===== src/rtl/xing_request_scheduler.sv =====
// ---------------------------------------------------------------------------
// xing_request_scheduler
// Front-end scheduler between the north/south pedestrian push buttons and the
// crossing controller. It detects button presses and latches one pending flag
// per side, which drives the WAIT lamps. It issues one crossing request over a
// req/ack handshake, holds off the next request for a minimum traffic-green
// interval, and keeps a saturating count of crossings served.
//
// Parameters:
//   MIN_GREEN  minimum green cycles after xing_done before the next request
//   TMR_W      width of the green-interval timer
//
// Ports:
//   clk         rising-edge clock
//   reset       asynchronous active-low reset
//   NB, SB      north/south push buttons (level)
//   xing_ack    controller accepted the request (1-cycle pulse)
//   xing_done   controller back in traffic green (1-cycle pulse)
//   xing_req    crossing request (registered)
//   NW, SW      north/south WAIT lamps = pending flags (registered)
//   served_cnt  crossings accepted, saturating at 255 (registered)
//
// Build option:
//   XING_SYNC_EN  defined -> 2-flop synchronizer on each button ahead of the
//                 press-detect register (adds 2 cycles of press latency)
// ---------------------------------------------------------------------------
module xing_request_scheduler #(
    parameter int unsigned MIN_GREEN = 12,
    parameter int unsigned TMR_W     = 4
) (
    input  logic       clk,
    input  logic       reset,
    input  logic       NB,
    input  logic       SB,
    input  logic       xing_ack,
    input  logic       xing_done,
    output logic       xing_req,
    output logic       NW,
    output logic       SW,
    output logic [7:0] served_cnt
);

    localparam int unsigned CNT_W = 8;
    localparam logic [TMR_W-1:0] TMR_MAX = TMR_W'(MIN_GREEN);
    localparam logic [CNT_W-1:0] CNT_MAX = {CNT_W{1'b1}};

    typedef enum logic [1:0] {
        GREEN = 2'd0,
        REQ   = 2'd1,
        BUSY  = 2'd2
    } state_t;

    state_t             state;
    state_t             state_nxt;

    logic               nb_s;
    logic               sb_s;
    logic               nb_q;
    logic               sb_q;
    logic               pend_n;
    logic               pend_s;
    logic [TMR_W-1:0]   timer;
    logic [CNT_W-1:0]   cnt;
    logic               req_q;

    logic               press_n_c;
    logic               press_s_c;
    logic               ack_acc_c;
    logic               done_acc_c;
    logic               timer_exp_c;
    logic               pend_n_nxt;
    logic               pend_s_nxt;
    logic [TMR_W-1:0]   timer_nxt;
    logic [CNT_W-1:0]   cnt_nxt;
    logic               req_nxt;

`ifdef XING_SYNC_EN
    logic [1:0] nb_sync;
    logic [1:0] sb_sync;

    // Two-stage synchronizers for the asynchronous buttons.
    always_ff @(posedge clk or negedge reset) begin
        if (!reset) begin
            nb_sync <= 2'b00;
            sb_sync <= 2'b00;
        end else begin
            nb_sync <= {nb_sync[0], NB};
            sb_sync <= {sb_sync[0], SB};
        end
    end

    assign nb_s = nb_sync[1];
    assign sb_s = sb_sync[1];
`else
    assign nb_s = NB;
    assign sb_s = SB;
`endif

    // Rising-edge press detect against the previous sample.
    assign press_n_c   = nb_s & ~nb_q;
    assign press_s_c   = sb_s & ~sb_q;
    assign timer_exp_c = (timer == TMR_MAX);

    // State register.
    always_ff @(posedge clk or negedge reset) begin
        if (!reset) begin
            state <= GREEN;
        end else begin
            state <= state_nxt;
        end
    end

    // Next-state logic.
    always_comb begin
        state_nxt = state;
        unique case (state)
            GREEN: if ((pend_n | pend_s) && timer_exp_c) state_nxt = REQ;
            REQ:   if (xing_ack)  state_nxt = BUSY;
            BUSY:  if (xing_done) state_nxt = GREEN;
            default:              state_nxt = GREEN;
        endcase
    end

    // Output / datapath next values; ack and done only act in their own state.
    always_comb begin
        ack_acc_c  = (state == REQ)  && xing_ack;
        done_acc_c = (state == BUSY) && xing_done;
        req_nxt    = (state_nxt == REQ);

        // A press on the accepting ack cycle is served by that crossing.
        pend_n_nxt = ack_acc_c ? 1'b0 : (pend_n | press_n_c);
        pend_s_nxt = ack_acc_c ? 1'b0 : (pend_s | press_s_c);

        timer_nxt = timer;
        if (done_acc_c) begin
            timer_nxt = '0;
        end else if ((state == GREEN) && !timer_exp_c) begin
            timer_nxt = timer + TMR_W'(1);
        end

        cnt_nxt = cnt;
        if (ack_acc_c && (cnt != CNT_MAX)) begin
            cnt_nxt = cnt + CNT_W'(1);
        end
    end

    // Datapath and output registers; timer resets expired so the first
    // crossing is not delayed.
    always_ff @(posedge clk or negedge reset) begin
        if (!reset) begin
            nb_q   <= 1'b0;
            sb_q   <= 1'b0;
            pend_n <= 1'b0;
            pend_s <= 1'b0;
            timer  <= TMR_MAX;
            cnt    <= '0;
            req_q  <= 1'b0;
        end else begin
            nb_q   <= nb_s;
            sb_q   <= sb_s;
            pend_n <= pend_n_nxt;
            pend_s <= pend_s_nxt;
            timer  <= timer_nxt;
            cnt    <= cnt_nxt;
            req_q  <= req_nxt;
        end
    end

    assign xing_req   = req_q;
    assign NW         = pend_n;
    assign SW         = pend_s;
    assign served_cnt = cnt;

endmodule


===== config.mk =====
export PLATFORM = sky130hd
export DESIGN_NAME = xing_request_scheduler
export DESIGN_NICKNAME = d
export VERILOG_FILES = /design/src/rtl/xing_request_scheduler.sv
export SDC_FILE = /design/constraint.sdc
export NUM_CORES = 1
export LEC_CHECK = 0
export ABC_AREA = 0
export BUFFER_PORTS_ARGS = -buffer_cell sky130_fd_sc_hd__clkbuf_2
export CAP_MARGIN = 10
export CORE_UTILIZATION = 46
export DETAILED_ROUTE_END_ITERATION = 10
export PLACE_DENSITY = 0.81
export SYNTH_ARGS = -nofsm -noshare
export SYNTH_HDL_FRONTEND = slang
export SYNTH_SLANG_ARGS = --single-unit

===== constraint.sdc =====
create_clock -name clk -period 1.5 [get_ports clk]
set_input_delay 0.375 -clock clk [delete_from_list [all_inputs] [get_ports clk]]
set_output_delay 0.375 -clock clk [all_outputs]
set_load 0.01 [all_outputs]

After elaboration in Yosys (flattened, before gate mapping)
Cells that the tools add are included.

Bitwise operators: 7. $add $sub $neg: 2. Muxes and demuxes: 8. Eq/ne operators: 5. Reduce and logical (&&, ||, !) cells: 8.

Operators by type and width (count): $add 8x1->8 const B (1); $mux 4 (2); $ne 8x8->1 const B (1); $mux 2 (3); $pmux 2 s3 (1); $logic_and 1x1->1 (5); $add 4x1->4 const B (1); $eq 2x1->1 const B (2); $eq 4x4->1 const B (1); $or 1x1->1 (3); $and 1x1->1 (2); $eq 2x2->1 const B (1); $logic_not 2->1 (1); $mux 1 (2); $not 1->1 (2); $reduce_bool 2->1 (1); $logic_not 1->1 (1).

Output and inout port bits: 11. Flip-flop bits (word level): 19. Input port bits: 6. Word-level logic and storage cells: 38.

Depth between registers and ports, before layout
Gate-level depths: netlist of the first run.

Depth in word-level cells: 5. Depth in mapped cells: 6. Gate-level depth less buffers: 6.

Worst setup path before layout of the first run
OpenSTA, ideal clock, no wires.

Path kind: reg2reg. From: register cnt[0] (netlist: served_cnt[0]). To: register cnt[6] (netlist: served_cnt[6]). Arrival: 1.394 ns. Library setup time: 0.119 ns. Path slack: -0.012 ns. Data required time: 1.381 ns. Stages on the path, launching flop included: 5. Path buffers: 0. Period minus slack after synthesis: 1.512 ns. Cells stage by stage: dfrtp_1 -> ha_1 -> nand4_1 -> or4b_1 -> o21a_1.

Word-level cells in the longest chain between the ends: 2. Elaborated cells between the ends (all ways): 3. Those cells by class: add/sub (1); eq/ne (1); reduce/logical (1).

RTL lines: start, declared (RTL line 63) `logic [CNT_W-1:0] cnt;`; start signal, assigned (RTL line 164) `cnt <= cnt_nxt;`; parallel branches: the longest is 2 deep, another holds $add 8x1->8.

Parallel ways; which one is timed is not known. A chain may end at the register's enable or synchronous reset.

Worst setup path after layout of the first run
From: register state[1]. To: register cnt[6] (netlist: served_cnt[6]).

Word-level cells in the longest chain between the ends: 3.

RTL lines: start, declared (RTL line 53) `state_t state;`; start signal, assigned (RTL line 109) `state <= state_nxt;`; $eq 2x1->1 (RTL line 126) `ack_acc_c = (state == REQ) && xing_ack;`; $logic_and 1x1->1 (RTL line 126); $logic_and 1x1->1 (RTL line 142) `if (ack_acc_c && (cnt != CNT_MAX)) begin`.

Every way passes these cells.

==> summary.md, run 1 <==
| Metric | Value |
|---|---|
| Status | finished, final reports clean |
| Die ar. | 2020 µm² |
| Sequential share of the synthesized area | 0.563 |
| Reg clk slew, reported paths | 110 ps |
| Worst-Margin Slew | 451 ps |
| Setup-failing EPs final | 0 |
| Worst slew margin | 0.700 |
| First-pass GRT wire length | 2420 µm |
| Worst-path maximum fanout | 5 |
| Antenna cells | 0 |
| Clk_lat worst skew | 290 ps |
| Static Leak | 0.540 nW |
| Avg WL per Cell | 11.4 µm |
| Setup CP Type | reg2reg |
| Ys async rst share | 1.00 |
| Dpl ws | 7.65 ps |
| Fill cells | 145 |
| Startpoint class of the critical path | flip-flop |
| Syn Area/Cell | 11.3 µm² |
| Post-DP HPWL | 1110 µm |
| Reg2reg start | state[1] |
| Detailed-route via count | 626 |
| Synth cell types | 22 |
| Fin crit period | 1430 ps |
| Num ports | 17 |
| Die Wd | 45.0 µm |
| Port Buffers | 16 |
| Main area contributors after synthesis | dfrtp_1 (50%), dfstp_2 (6.2%), nor2_1 (5.3%) |
| DR iter-0 viols | 2 |
| Fmax | 699 MHz |
| Clock sink count | 19 |
| Hold Slack | 5.79 ps |
| Tot Pwr | 2.06 mW |
| Initial antenna violation count | 0 |
| Maximum clock path buffer count | 2 |
| Critical path capture point type | flip-flop |
| Syn Std Cell Area | 850 µm² |
| Crit path from | state[1] |
| Syn nets | 84 |
| Post-synth EDFFs | 0 |
| Number of global-route vias before repair | 578 |
| Seq cells post-synth | 19 |
| Setup WS post-layout | 70.3 ps |
| Post-synthesis cell count | 75 |
| Placer Congestion | 0.755 |
| Worst vdd ir | 967 µV |
| Final Hold Viols | 0 |
| Drc violations | 0 |
| Antenna viol nets, final | 0 |
| Total of warnings raised by yosys | 0 |
| CTS tree | yes |
| Initial Util | 0.492 |
| Final WL | 1490 µm |
| Post-Route Skew | 3.58 ps |
| Share of post-route cells with drive strength above 1 | 0.406 |
| Vias per cell | 4.78 |
| DRT Pass-1 Iters | 3 |
| Placed cell area | 1030 µm² |
| Core Area | 1730 µm² |
| Die H | 45.0 µm |
| Clock Tree Root | clkbuf_4 |
| Cell area after layout | 1090 µm² |
| R2R Setup Slk | 70 ps |
| Nets | 116 |
| Fin util | 0.630 |
| Hold crit path type | in2async |
| CP required | 1690 ps |
| Max-cap violations | 0 |
| Largest net degree at the start of global routing | 20 |
| Cell Rows | 15 |
| Yosys top cell by area | dfrtp_1 |
| Synth-to-Final Area Change | 28.1% |
| Fin. max-slew vios | 0 |
| Critical path arrival | 1620 ps |
| Grt ovf | 0 |
| Pwr Density | 1890 nW/µm² |
| Top cell type's share of synthesized area | 0.501 |
| All-Layer GR Usage | 0.164 |
| Synth Flop Type | dfrtp_1 |
| TritonCTS buffer count | 3 |
| H-tree levels | 1 |
| Fin crit share | 0.953 |
report_power, final:
part	leakage (nW)	switching [mW]	internal (mW)
clock network	0.0177	0.152	0.0991
logic	0.288	0.459	0.506
registers	0.234	0.127	0.716
cell usage after synthesis, types with 2 or more instances:
cell / number
dfrtp_1: 17
nor2_1: 12
nand4_1: 5
inv_1: 4
nand2_1: 4
xnor2_1: 4
a21oi_1: 3
ha_1: 3
mux2_2: 3
o21a_1: 3
xor2_1: 3
and3_1: 2
dfstp_2: 2
nand3_1: 2
through the flow:
step	instances	setup TNS, ps
floorplan	75	0
global placement	125	0
detailed placement	125	0
CTS	129	0
global route	131	-25.1
finish	131	0
final cells by class:
| class | count | area [µm²] | area share |
|---|---|---|---|
| inverter | 4 | 15.0 | 0.0138 |
| multi-input combinational | 51 | 365 | 0.336 |
| tap | 25 | 31.3 | 0.0287 |
| clock inverter | 1 | 5.00 | 0.00460 |
| timing repair buffer | 28 | 170 | 0.156 |
| clock buffer | 3 | 22.5 | 0.0207 |
| sequential | 19 | 479 | 0.440 |
worst max-delay path, stage by stage, from the launching register on:
cell and delay [ps]:
dfrtp_1 390, and3b_1 310, nand2_2 70, or4b_1 460
o21a_1 110
flip-flops by register name, indices dropped and copies added (netlist names):
name,count
served_cnt,8
sb_q,1
timer,4
xing_req,1
nb_q,1
state,2
NW,1
SW,1
layer usage:
metal / track usage / routed length, µm
met1: 0.218 / 706
met2: 0.267 / 724
met3: 0.0120 / 30
met4: 0.0909 / 26
met5: 0 / 0
cells by family (layout without fill, tap and decap cells):
kind of cell	after synthesis	in the layout	share of synthesized area
DFF	19	19	0.563
buffers and inverters	5	36	0.0265
and+or+nand+nor	29	29	0.174
adders and majority gates	3	3	0.0442
AOI/OAI and AO/OA	9	9	0.0810
xor gates and xnor gates	7	7	0.0722
muxes	3	3	0.0398
timing repair:
action,CTS,global route
resized for setup,0,3
setup endpoints to repair,0,8
buffers inserted,0,2
hold buffers,0,0
worst paths after layout:
kind / to / cells after the start
max in group asynchronous: timer[2] / 1
setup reg to reg: served_cnt[6] / 4
min in group clk: nb_q / 1
hold / removal: served_cnt[5] / 1
hold reg to reg: NW / 2
setup / recovery: served_cnt[6] / 4
cells in the final DEF, fill, tap and decap left out, drive strengths merged:
master   instances
dfstp            2
xnor2            4
and3b            1
clkinv           1
a21oi            3
mux2             3
o2111ai          1
o21a             3
a21o             1
inv              4
dfrtp           17
nand3            2
nor2            12
and4             1
or4b             1
buf             12
nand2            5
ha               3
and3             2
clkbuf          19
nand4            5
a311oi           1
xor2             3
Power figures use the tool's default switching activity.
==> run 2, diff against run 1 <==
--- a/config.mk
+++ b/config.mk
@@ -5,12 +5,12 @@
 export SDC_FILE = /design/constraint.sdc
 export NUM_CORES = 1
 export LEC_CHECK = 0
-export ABC_AREA = 0
+export ABC_AREA = 1
 export BUFFER_PORTS_ARGS = -buffer_cell sky130_fd_sc_hd__clkbuf_2
 export CAP_MARGIN = 10
-export CORE_UTILIZATION = 46
+export CORE_UTILIZATION = 48
 export DETAILED_ROUTE_END_ITERATION = 10
-export PLACE_DENSITY = 0.81
+export PLACE_DENSITY = 0.83
 export SYNTH_ARGS = -nofsm -noshare
 export SYNTH_HDL_FRONTEND = slang
 export SYNTH_SLANG_ARGS = --single-unit
==> summary.md, run 2 <==
| Metric | Value |
|---|---|
| Status | finished, final reports clean |
| CP delay by family, top | flip-flops |
| Maximum clock path buffer count | 2 (unchanged) |
| WL met1 | 839 µm (+19%) |
| Cell Rows | 15 (unchanged) |
| Clk_lat worst skew | 290 ps (about the same) |
| Worst-path maximum fanout | 6 (+1) |
| Post-synth top cells | nand2_1 (34), dfrtp_1 (17), inv_1 (13) |
| Die ar. | 2220 µm² (+9.6%) |
| Startpoint class of the critical path | flip-flop |
| Setup CP Type | reg2out |
| Die Wd | 47.1 µm (+4.7%) |
| Hold Slack | 2.89 ps (-2.90 ps) |
| Critical path arrival | 960 ps (-660 ps) |
| Top Metal Used | met4 |
| Max reg flops | 8 (unchanged) |
| Port Buffers | 16 (unchanged) |
| Drc violations | 0 (unchanged) |
| Clock sink count | 19 (unchanged) |
| Syn Std Cell Area | 976 µm² (+15%) |
| Most frequent cells in the layout | nand2_1 (34), dfrtp_1 (17), clkbuf_2 (16), inv_1 (13) |
| Syn nets | 126 (+50%) |
| CP Buf/Inv Count | 1 (+1) |
| Fin crit period | 1340 ps (-92.0 ps) |
| Pwr Density | 1560 nW/µm² (-18%) |
| Fin. max-slew vios | 0 (unchanged) |
| Worst-Margin Slew | 453 ps (+2.44 ps) |
| Psw | 0.705 mW (-4.5%) |
| Post-CTS Setup Bufs | 0 (unchanged) |
| Met3 Wirelength | 74 µm (+150%) |
| Routed wl met2 | 810 µm (+12%) |
| Gate power share | 0.378 (-0.091) |
| Post-Route Skew | 0.882 ps (-2.70 ps) |
| Static Leak | 0.559 nW (+3.6%) |
| Placer Congestion | 0.789 (+4.6%) |
| RSZ-0062 raised after global routing | false |
| Final WL | 1740 µm (+17%) |
| DR iter-0 viols | 14 (+12) |
| CP required | 1120 ps (-570 ps) |
| TritonCTS buffer count | 3 (unchanged) |
| Yosys top cell by area | dfrtp_1 |
| Post-CTS sizing | 0 (unchanged) |
| Num ports | 17 (unchanged) |
| Fin crit share | 0.892 (-0.0613) |
| Grt ovf | 0 (unchanged) |
| DRT Pass-1 Iters | 4 (+1) |
| Final Hold Viols | 0 (unchanged) |
| Core Area | 1820 µm² (+5.4%) |
| CP cell instances | clkbuf_2 |
| Max-cap violations | 0 (unchanged) |
| Synth Flop Type | dfrtp_1 |
| Hold crit path type | in2async |
| Switching share of total power | 0.405 (+0.0469) |
| Clock Tree Root | clkbuf_4 |
| Nets | 147 (+27%) |
| Placed cell count | 158 (+26%) |
| Count leader, synth | nand2_1 |
| Antenna viol nets, final | 0 (unchanged) |
| Main area contributors after synthesis | dfrtp_1 (44%), nand2_1 (13%), dfstp_2 (5.4%) |
| Post-Layout Cell Count | 162 (+24%) |
| CTS tree | yes |
| Ys async rst share | 1.00 (unchanged) |
| Syn Area/Cell | 8.34 µm² (-26%) |
| Die H | 47.1 µm (+4.7%) |
| Vias per cell | 4.86 (+1.7%) |
| All-Layer GR Usage | 0.194 (+0.0298) |
| Synth-to-Final Area Change | 14.5% |
| Seq cells post-synth | 19 (unchanged) |
| Reg clk slew, reported paths | 110 ps (about the same) |
| Post-synthesis cell count | 117 (+56%) |
| Initial Util | 0.536 (+0.0441) |
| Crit path largest cell delay | 490 ps (+30 ps) |
| Setup TNS | 0 ps (unchanged) |
| Fmax | 748 MHz (+6.9%) |
| Total of warnings raised by yosys | 0 (unchanged) |
| Sequential share of the synthesized area | 0.490 (-0.0728) |
| Worst vdd ir | 1060 µV (+10%) |
| Largest net degree at the start of global routing | 20 (unchanged) |
| Post-synth EDFFs | 0 (unchanged) |
| Hold buffer count at CTS | 0 (unchanged) |
| Share of post-route cells with drive strength above 1 | 0.255 (-0.150) |
| Antenna cells | 0 (unchanged) |
| H-tree levels | 1 (unchanged) |
| Seq pwr share | 0.473 (+0.063) |
| First-pass GRT wire length | 2890 µm (+20%) |
| Crit-path slowest cell | dfrtp_1 |
| Commonest non-fill, non-tap cell in the layout | nand2_1 |
| Post-DP HPWL | 1390 µm (+26%) |
| Detailed-route via count | 787 (+26%) |
| Clk pwr share | 0.148 (+0.026) |
| Fin util | 0.614 (-0.0167) |
| Number of global-route vias before repair | 689 (+19%) |
| Worst slew margin | 0.698 (-0.00162) |
| Synth cell types | 22 (unchanged) |
| Initial antenna violation count | 0 (unchanged) |
| Critical path capture point type | primary output |
| Setup-failing EPs final | 0 (unchanged) |
| Top cell type's share of synthesized area | 0.436 (-0.0648) |
| Avg WL per Cell | 10.7 µm (-5.6%) |
| Int Pwr | 1.03 mW (-22%) |
-- run 2: changes by cell type in the layout (fill, tap and decap cells not counted), moves of 3 or more --
| cell | delta |
|---|---|
| buf_4 | -12 |
| inv_1 | +9 |
| inv_2 | +3 |
| mux2_2 | -3 |
| nand2_1 | +30 |
| nand2_2 | +3 |
| nand3_1 | +8 |
| nand4_1 | -3 |
| o21ai_0 | +3 |
-- run 2: kinds of logic (layout without fill, tap and decap cells) --
family                     after synthesis  count (layout)  synth area share
AOI/OAI and AO/OA                       10              10            0.0615
xor gates and xnor gates                 3               3            0.0269
adders and majority gates                3               3            0.0385
buffers and inverters                   17              37            0.0680
DFF                                     19              19             0.490
and+or+nand+nor                         65              65             0.315
-- run 2: cell type report --
cell class              instances  area [µm²]
clock inverters                 1        7.51
clock buffers                   3        22.5
fillers                       168         703
repair buffers                 16        80.1
well taps                      25        31.3
multi-input cells              81         432
inverters                      17        66.3
flip-flops and latches         19         478
-- run 2: power by group through the flow --
stage	Clock [mW]	Sequential, mW	Combinational [mW]
2_1_floorplan	0	0.837	0.447
3_3_place_gp	0	0.823	0.622
3_5_place_dp	0	0.832	0.661
4_1_cts	0.272	0.821	0.662
5_1_grt	0.298	0.842	0.758
6_report	0.258	0.823	0.658
-- run 2: worst paths after layout --
kind / depth (start not counted) / startpoint / end / slack, ps
max in group asynchronous: 1 / reset / timer[2] / 1160
min reg2reg: 2 / timer[3] / timer[3] / 520
min: 1 / reset / served_cnt[5] / 3
max reg2reg: 8 / served_cnt[0] / served_cnt[0] / 200
min in group clk: 1 / SB / sb_q / 190
max: 1 / served_cnt[4] / served_cnt[4] / 160
-- run 2: stage by stage --
stage / total power, mW / instance area (µm²) / worst slack [ps]
4_1_cts: 1.76 / 1120 / 152
6_report: 1.74 / 1120 / 162
5_1_grt: 1.90 / 1120 / 54.5
2_1_floorplan: 1.28 / 976 / 274
3_5_place_dp: 1.49 / 1090 / 205
3_3_place_gp: 1.44 / 1090 / 278
-- run 2: routing by layer --
metal  up-vias  track usage
met5         -            0
met4         0       0.0343
met3         2       0.0692
met2        18        0.328
met1       357        0.243
li1        410            -
==> run 3, diff against run 2 <==
--- a/config.mk
+++ b/config.mk
@@ -6,11 +6,11 @@
 export NUM_CORES = 1
 export LEC_CHECK = 0
 export ABC_AREA = 1
-export BUFFER_PORTS_ARGS = -buffer_cell sky130_fd_sc_hd__clkbuf_2
 export CAP_MARGIN = 10
-export CORE_UTILIZATION = 48
+export CORE_UTILIZATION = 54
 export DETAILED_ROUTE_END_ITERATION = 10
-export PLACE_DENSITY = 0.83
+export DONT_BUFFER_PORTS = 1
+export PLACE_DENSITY = 0.82
 export SYNTH_ARGS = -nofsm -noshare
 export SYNTH_HDL_FRONTEND = slang
 export SYNTH_SLANG_ARGS = --single-unit
==> summary.md, run 3 (synthesized netlist as in run 2, its figures left out) <==
| Metric | Value |
|---|---|
| Status | finished, final reports clean |
| Setup TNS | 0 ps (unchanged) |
| Antenna cells | 0 (unchanged) |
| Initial antenna violation count | 0 (unchanged) |
| Hold crit path type | in2reg |
| H-tree levels | 1 (unchanged) |
| CP cell instances | inv_1, ha_1, nand3_1, nand2_2, nor2_1, nand2_1, nand2_1, nor2_1 |
| Reg clk slew, reported paths | 100 ps (about the same) |
| DRT Pass-1 Iters | 4 (unchanged) |
| Setup CP Type | reg2reg |
| Crit path from | timer[0] |
| Die ar. | 1980 µm² (-11%) |
| Grt ovf | 0 (unchanged) |
| Reg2reg start | timer[0] |
| Critical path arrival | 1520 ps (+560 ps) |
| Pwr Density | 1630 nW/µm² (+4.6%) |
| Vias per cell | 5.16 (+6.3%) |
| Largest net degree at the start of global routing | 20 (unchanged) |
| Crit-path slowest cell | dfrtp_1 |
| Initial Util | 0.612 (+0.0762) |
| Worst slew margin | 0.440 (-0.258) |
| Critical path capture point type | flip-flop |
| RSZ-0062 raised after global routing | false |
| Nets | 134 (-8.8%) |
| Number of global-route vias before repair | 712 (+3.3%) |
| Fin crit period | 1260 ps (-76.4 ps) |
| Drc violations | 0 (unchanged) |
| First-pass GRT wire length | 3080 µm (+6.4%) |
| Fin. max-slew vios | 0 (unchanged) |
| Startpoint class of the critical path | flip-flop |
| Post-Route Skew | 6.17 ps (+5.29 ps) |
| Setup WS post-layout | 239 ps (+76.4 ps) |
| Avg WL per Cell | 12.4 µm (+15%) |
| Static Leak | 0.505 nW (-9.7%) |
| Hold buffer count at CTS | 1 (+1) |
| Dpl ws | 256 ps (+51.6 ps) |
| Placer Congestion | 0.836 (+5.9%) |
| Num ports | 17 (unchanged) |
| Synth-to-Final Area Change | 8.33% |
| Worst-Margin Slew | 838 ps (+385 ps) |
| Fill cells | 122 (-27%) |
| Crit path largest cell delay | 390 ps (-100 ps) |
| Post-DP HPWL | 1340 µm (-3.4%) |
| DR iter-0 viols | 13 (-1) |
| Max-cap violations | 0 (unchanged) |
| Antenna viol nets, final | 0 (unchanged) |
| Clock sink count | 19 (unchanged) |
| Core Area | 1590 µm² (-12%) |
| Post-CTS Setup Bufs | 0 (unchanged) |
| Post-CTS sizing | 0 (unchanged) |
| CTS tree | yes |
| Cell Rows | 14 (-1) |
| Fin crit share | 0.841 (-0.0510) |
| CP required | 1750 ps (+630 ps) |
| Setup-failing EPs final | 0 (unchanged) |
| Maximum clock path buffer count | 2 (unchanged) |
| Most frequent cells in the layout | nand2_1 (34), dfrtp_1 (17), inv_1 (13), nand3_1 (10), nor2_1 (10) |
| Detailed-route via count | 764 (-2.9%) |
| Max reg flops | 8 (unchanged) |
| Worst vdd ir | 927 µV (-13%) |
| Final WL | 1830 µm (+5.4%) |
| Hold Startpoint | SB |
| Commonest non-fill, non-tap cell in the layout | nand2_1 |
| Worst-path maximum fanout | 5 (-1) |
| Die Wd | 44.5 µm (-5.5%) |
| TritonCTS buffer count | 3 (unchanged) |
| Clock Tree Root | clkbuf_4 |
| Final Hold Viols | 0 (unchanged) |
| Share of post-route cells with drive strength above 1 | 0.161 (-0.0942) |
| Clk_lat worst skew | 310 ps (+20 ps) |
| All-Layer GR Usage | 0.224 (+0.0302) |
| Port Buffers | 0 (-16) |
| Fmax | 793 MHz (+6.1%) |
| Die H | 44.5 µm (-5.5%) |
==> run 3: per-stage QoR <==
stage | instance area (µm²) | hold slack (ps) | util | power, mW | instances
global placement | 1020 | 79.8 | 0.641 | 1.42 | 143
finish | 1060 | 80.6 | 0.663 | 1.72 | 148
global route | 1060 | 58.6 | 0.663 | 1.86 | 148
CTS | 1060 | 70.1 | 0.663 | 1.74 | 148
detailed placement | 1020 | 79.8 | 0.641 | 1.45 | 143
floorplan | 976 | 79.4 | - | 1.28 | 117
==> run 3: metal layers <==
| metal | vias to the layer above | global-route usage | wire length (µm) |
|---|---|---|---|
| li1 | 384 | - | - |
| met1 | 361 | 0.264 | 823 |
| met2 | 14 | 0.365 | 885 |
| met3 | 5 | 0.0653 | 75 |
| met4 | 0 | 0.127 | 45 |
| met5 | - | 0 | 0 |
==> run 3: worst max-delay path: cells and delay by family (launching register included) <==
| family | cells | cell delay [ps] |
|---|---|---|
| buffers and inverters | 1 | 80 |
| adder cells (fa/ha/maj) | 1 | 190 |
| AND/OR/NAND/NOR | 6 | 530 |
| flip-flops | 1 | 390 |
==> run 3: area by class of cell <==
class                      count  area [µm²]  share of cell area
multi-input combinational     81         432               0.408
tap                           24        30.0              0.0284
sequential                    19         478               0.452
inverter                      17        66.3              0.0627
clock buffer                   4        26.3              0.0249
timing repair buffer           3        25.0              0.0237
==> run 3: worst paths after layout <==
| check | endpoint | slack [ps] | depth (start not counted) |
|---|---|---|---|
| worst max-delay path | timer[3] | 240 | 8 |
| worst min register to register | timer[3] | 530 | 2 |
| max in group asynchronous | timer[1] | 390 | 1 |
| min in group asynchronous | state[1] | 600 | 1 |
| worst max register to register | timer[3] | 240 | 8 |
| worst min-delay path | sb_q | 80 | 0 |
==> run 3: report_power, final <==
group,total [mW],internal [mW],switching (mW)
Sequential,0.831,0.682,0.148
Clock,0.274,0.104,0.170
Combinational,0.615,0.237,0.379
